## src/rtl/fxp_expand_stream_if.sv

```systemverilog
// fxp_expand_stream_if: valid/ready sample stream, gain control and overflow flag for fxp_expand_stream
interface fxp_expand_stream_if #(
  parameter int NB_XI   = 8,
  parameter int NB_XO   = 20,
  parameter int SHIFT_W = 3
);
  logic [NB_XI-1:0]   i_data;
  logic               i_valid;
  logic               o_ready;
  logic [SHIFT_W-1:0] i_shift;
  logic [NB_XO-1:0]   o_data;
  logic               o_valid;
  logic               i_ready;
  logic               o_ovf;
  logic               i_ovf_clr;
  modport slave (
    input  i_data, i_valid, i_shift, i_ready, i_ovf_clr,
    output o_ready, o_data, o_valid, o_ovf
  );
  modport master (
    output i_data, i_valid, i_shift, i_ready, i_ovf_clr,
    input  o_ready, o_data, o_valid, o_ovf
  );
endinterface

```

## src/rtl/fxp_expand_stream.sv

```systemverilog
// fxp_expand_stream: S(NB_XI,NBF_XI) to S(NB_XO,NBF_XO) widener with 2^shift gain and saturation; FXP_EXPAND_OVF_CNT_EN adds o_ovf_cnt
module fxp_expand_stream #(
  parameter int NB_XI   = 8,
  parameter int NBF_XI  = 6,
  parameter int NB_XO   = 20,
  parameter int NBF_XO  = 12,
  parameter int SHIFT_W = 3
) (
  input  logic i_clock,
  input  logic i_reset,
  fxp_expand_stream_if.slave bus
`ifdef FXP_EXPAND_OVF_CNT_EN
  ,
  output logic [15:0] o_ovf_cnt
`endif
);
  localparam int PW = NB_XO + 2**SHIFT_W - 1;
  localparam int FS = NBF_XO - NBF_XI;
  logic          en, v1, sat, ovf_set;
  logic [PW-1:0] p, p1;
  logic [PW-NB_XO:0] top;
  assign en = ~bus.o_valid | bus.i_ready;
  assign bus.o_ready = en;
  assign p = PW'($signed(bus.i_data)) << (FS + int'(bus.i_shift));
  assign top = p1[PW-1:NB_XO-1];
  assign sat = ~(&top | ~|top);
  assign ovf_set = en & v1 & sat;
  // stage 1: align and shift the accepted sample
  always_ff @(posedge i_clock or posedge i_reset)
    if (i_reset) begin
      v1 <= 1'b0;
      p1 <= '0;
    end else if (en) begin
      v1 <= bus.i_valid;
      p1 <= p;
    end
  // stage 2: saturate to the output width and track overflow
  always_ff @(posedge i_clock or posedge i_reset)
    if (i_reset) begin
      bus.o_data  <= '0;
      bus.o_valid <= 1'b0;
      bus.o_ovf   <= 1'b0;
    end else begin
      if (en) begin
        bus.o_valid <= v1;
        bus.o_data  <= !sat ? p1[NB_XO-1:0] : p1[PW-1] ? {1'b1, {(NB_XO-1){1'b0}}} : {1'b0, {(NB_XO-1){1'b1}}};
      end
      bus.o_ovf <= ovf_set | (bus.o_ovf & ~bus.i_ovf_clr);
    end
`ifdef FXP_EXPAND_OVF_CNT_EN
  // saturating count of saturated samples; clear coinciding with a saturation leaves 1
  always_ff @(posedge i_clock or posedge i_reset)
    if (i_reset) o_ovf_cnt <= '0;
    else o_ovf_cnt <= bus.i_ovf_clr ? 16'(ovf_set) : (ovf_set && o_ovf_cnt != 16'hFFFF) ? o_ovf_cnt + 16'd1 : o_ovf_cnt;
`endif
endmodule
```

## src/flat_wrapper.sv

```systemverilog
// flat-port wrapper written by rule: the top's interface ports become plain ports
module fxp_expand_stream_flat 
#(
  parameter int NB_XI   = 8,
  parameter int NBF_XI  = 6,
  parameter int NB_XO   = 20,
  parameter int NBF_XO  = 12,
  parameter int SHIFT_W = 3
)
  (i_clock, i_reset, bus_i_data, bus_i_valid, bus_i_shift, bus_i_ready, bus_i_ovf_clr, bus_o_ready, bus_o_data, bus_o_valid, bus_o_ovf);
  fxp_expand_stream_if #(.NB_XI(NB_XI), .NB_XO(NB_XO), .SHIFT_W(SHIFT_W)) bus_i ();
  input  logic i_clock;
  input  logic i_reset;
  input wire logic [$bits(bus_i.i_data)-1:0] bus_i_data;
  input wire logic [$bits(bus_i.i_valid)-1:0] bus_i_valid;
  input wire logic [$bits(bus_i.i_shift)-1:0] bus_i_shift;
  input wire logic [$bits(bus_i.i_ready)-1:0] bus_i_ready;
  input wire logic [$bits(bus_i.i_ovf_clr)-1:0] bus_i_ovf_clr;
  output wire logic [$bits(bus_i.o_ready)-1:0] bus_o_ready;
  output wire logic [$bits(bus_i.o_data)-1:0] bus_o_data;
  output wire logic [$bits(bus_i.o_valid)-1:0] bus_o_valid;
  output wire logic [$bits(bus_i.o_ovf)-1:0] bus_o_ovf;
  assign bus_i.i_data = bus_i_data;
  assign bus_i.i_valid = bus_i_valid;
  assign bus_i.i_shift = bus_i_shift;
  assign bus_i.i_ready = bus_i_ready;
  assign bus_i.i_ovf_clr = bus_i_ovf_clr;
  assign bus_o_ready = bus_i.o_ready;
  assign bus_o_data = bus_i.o_data;
  assign bus_o_valid = bus_i.o_valid;
  assign bus_o_ovf = bus_i.o_ovf;
  fxp_expand_stream #(.NB_XI(NB_XI), .NBF_XI(NBF_XI), .NB_XO(NB_XO), .NBF_XO(NBF_XO), .SHIFT_W(SHIFT_W)) u_core (.i_clock(i_clock), .i_reset(i_reset), .bus(bus_i));
endmodule
```

## config.mk

```make
export PLATFORM = sky130hd
export DESIGN_NAME = fxp_expand_stream_flat
export DESIGN_NICKNAME = d
export VERILOG_FILES = /design/src/rtl/fxp_expand_stream_if.sv /design/src/rtl/fxp_expand_stream.sv /design/src/flat_wrapper.sv
export SDC_FILE = /design/constraint.sdc
export NUM_CORES = 1
export LEC_CHECK = 0
export ABC_AREA = 0
export CELL_PAD_IN_SITES_DETAIL_PLACEMENT = 0
export CELL_PAD_IN_SITES_GLOBAL_PLACEMENT = 1
export CORE_UTILIZATION = 36
export CTS_CLUSTER_DIAMETER = 40
export CTS_CLUSTER_SIZE = 20
export DETAILED_ROUTE_END_ITERATION = 16
export PLACE_DENSITY_LB_ADDON = 0.1
export REMOVE_ABC_BUFFERS = 1
export SETUP_SLACK_MARGIN = 0.1
export SKIP_LAST_GASP = 1
export SLEW_MARGIN = 10
export SYNTH_ARGS = -nofsm -noshare
export SYNTH_HDL_FRONTEND = slang
export SYNTH_SLANG_ARGS = --single-unit
```

## constraint.sdc

```tcl
create_clock -name i_clock -period 1.4 [get_ports i_clock]
set_input_delay 0.14 -clock i_clock [delete_from_list [all_inputs] [get_ports i_clock]]
set_output_delay 0.14 -clock i_clock [all_outputs]
set_load 0.05 [all_outputs]
```

==> results.tsv <==
stage	metric	value	unit
setup_path	cp-start-kind	flop	
cts	cts_buffers	5	
routing	wl_per_cell	15.0	um
final_layout	antenna_cells	0	
cts	clk_pin_slew_worst_paths	0.09	ns
die	die_area	6750	sq um
setup_path	crit_type	reg -> out	
cts	cts_tree	yes	
timing	worst_pin_slew	0.316	ns
synthesis	yosysSeqAreaShare	49.7	%
routing	dr.pass1.iters	4	
routing	routed_via_density	5.21	
pwr	peakVddDrop	811	uV
routing	num_vias	2135	
grt	grt_max_degree	47	
grt	antenna_found_initial	0	
pwr	power_frac_comb	44.3	%
timing	fin_setup_tns	0	ns
timing	finalSetupViolCount	0	
final_layout	nets	351	
die	dieHeight	82.2	um
synthesis	yosysTopAreaCellShare	49.7	%
hold_path	hold_path.class	in -> async	
setup_path	critPathBufInv	3	
pwr	p_sw	1.86	mW
setup_path	critical-path-top-delay-family	flip-flops	
routing	drt_iter0_markers	65	
cts	insertion_delay	0.31	ns
die	start_util	38.2	%
die	core_area	6060	sq um
final_layout	drive_above_1_share	34.0	%
synthesis	synthTopCellsByArea	dfrtp_1 (50%), a21oi_1 (7.1%), o21ai_0 (6.7%)	
pwr	p_clk_share	20.1	%
outcome	status	complete, no violations	
synthesis	synth_area_leader_cell	dfrtp_1	
routing	drc	0	
synthesis	synth_ff_type	dfrtp_1	
setup_path	crit_slowest_cell	dfrtp_1	
final_layout	seqCellArea	1150	sq um
pwr	internal_power	3.22	mW
setup_path	timing.critical_path.arrival	1.14	ns
grt	grt_usage	19.7	%
cts	clockBufferDepth	2	
synthesis	ys_types	37	
timing	fmax	781	MHz
place	dp_slack	-0.543	ns
timing	finalMaxSlewViolations	0	
timing	rsz0062_at_grt	yes	
place	dpl_cell_area	3310	sq um
die	die_w	82.2	um
pwr	p_seq_share	35.6	%
place	gp_congestion	0.824	
timing	slew_headroom	78.4	%
setup_path	cp_max_fo	3	
timing	period_minus_slack	1.28	ns
timing	setup_ws	0.120	ns
synthesis	yosysMostFrequentCell	dfrtp_1	
synthesis	synth_cells	254	
pwr	p_leak	1.67	nW
timing	skew	0.00515	ns
die	rows	28	
setup_path	worstPathRequired	1.26	ns
setup_path	slowest_delay	0.36	ns
cts	cts.sinks	46	
pwr	power_density	1380	nW/um^2
setup_path	r2r_setup_slack	0.17	ns
timing	hold_viol_final	0	
synthesis	synth_area	2310	sq um
pwr	p_sw_share	36.6	%
die	boundaryPins	39	
setup_path	endpoint_kind	output port	
cts	h-tree-depth	2	
cts	cts_root_buf	clkbuf_8	
routing	ant_nets	0	
synthesis	yosysWarnings	0	
grt	grt_pass1_vias	1972	
final_layout	area_delta_synth_final	59.2	%
synthesis	ys_async_sr_fraction	100	%
final_layout	stdcell_area	3680	sq um
synthesis	ys_seq_elements	46	
timing	finalCritPeriodShare	91.5	%
synthesis	yosys-top-cells-count	dfrtp_1 (46), nand2_1 (39), a21oi_1 (33)	
grt	grt_pass1_wl	9.76	mm
place	dp_hpwl	4.22	mm
routing	detail_route.wirelength	6.17	mm
final_layout	multi_input_area	1160	sq um
flow_run	drv_cap	0	
synthesis	synth.avg_cell_area	9.11	sq um
grt	overflow	0	
setup_path	critical_path.cell_chain	nor2b_4 -> inv_2 -> buf_6 -> buf_8	
synthesis	synth-edff-count	0	
final_layout	n_fill_cell	541	
place	io_buffers	38	
-- final cells by class --
type / count / area share, %
multi-input combinational: 181 / 31.4
sequential: 46 / 31.2
timing repair buffer: 91 / 30.8
tap: 75 / 2.55
clock buffer: 5 / 1.87
clock inverter: 3 / 1.22
inverter: 9 / 0.917
-- layout by cell type, fill, tap and decap left out, drive strengths merged, types with 3 or more instances in the layout --
cell and instances:
a21oi 33, buf 75, clkbuf 6, clkdlybuf4s50 6
dfrtp 46, dlymetal6s2s 5, inv 9, mux2 3
mux2i 15, nand2 39, nand2b 4, nand3 5
nor2 18, nor2b 4, o21ai 31, o22ai 3
-- power groups by stage --
stage                     registers, mW  logic, mW  clock network, mW
after floorplan                    2.28      0.507                  0
after global placement             1.83       2.09                  0
after detailed placement           1.84       2.11                  0
after CTS                          1.81       2.22               1.04
after global routing               1.84       2.40               1.08
final                              1.81       2.25               1.02
-- layer usage --
metal | GRT usage, % | wire length [um]
met1 | 26.2 | 2910
met2 | 31.5 | 2930
met3 | 3.30 | 197
met4 | 8.25 | 125
met5 | 0 | 0
-- metrics by stage --
stage | hold WS [ns] | total power [mW] | std cells | util [%]
after CTS | 0.195 | 5.07 | 408 | 59.6
after floorplan | 0.236 | 2.79 | 236 | -
after global routing | 0.222 | 5.32 | 410 | 60.8
after detailed placement | 0.471 | 3.94 | 393 | 54.5
after global placement | 0.463 | 3.92 | 393 | 54.5
final | 0.184 | 5.09 | 410 | 60.8
-- worst paths after layout --
kind,cells past startpoint,from,endpoint
max,4,u_core.bus.o_valid,bus_o_ready
min,3,i_reset,u_core.bus.o_data[7]
max reg2reg,6,u_core.bus.o_valid,u_core.p1[13]
min reg2reg,2,u_core.p1[2],u_core.p1[2]
max in group asynchronous,3,i_reset,u_core.bus.o_data[0]
min in group i_clock,4,bus_i_shift[1],u_core.p1[1]
-- worst min-delay path, stage by stage --
cell and delay (ns):
clkdlybuf4s50_1 0.41, inv_2 0.07, buf_12 0.25
-- state kept, by name (all words and copies together), names as in the netlist --
name and flops:
u_core.bus.o_data 20, u_core.bus.o_ovf 1, u_core.bus.o_valid 1, u_core.p1 23, u_core.v1 1
-- kinds of logic (layout without fill, tap and decap cells) --
kind of cell	count (synthesis)	count (layout)	synth area share, %
AO/OA/AOI/OAI	80	80	19.2
AND/OR/NAND/NOR	80	80	15.6
flip-flops	46	46	49.7
buffers and inverters	27	108	4.76
multiplexers	20	20	10.2
adder cells (fa/ha/maj)	1	1	0.540
-- timing repair --
action / 4_1_cts / 5_1_grt
resized for setup: 25 / 28
buffers inserted: 5 / 2
setup endpoints to repair: 23 / 28
hold endpoints to repair: 0 / 0
hold buffers: 0 / 0
gates cloned: 2 / 0
pin swaps: 3 / 5
Power figures use the tool's default switching activity.
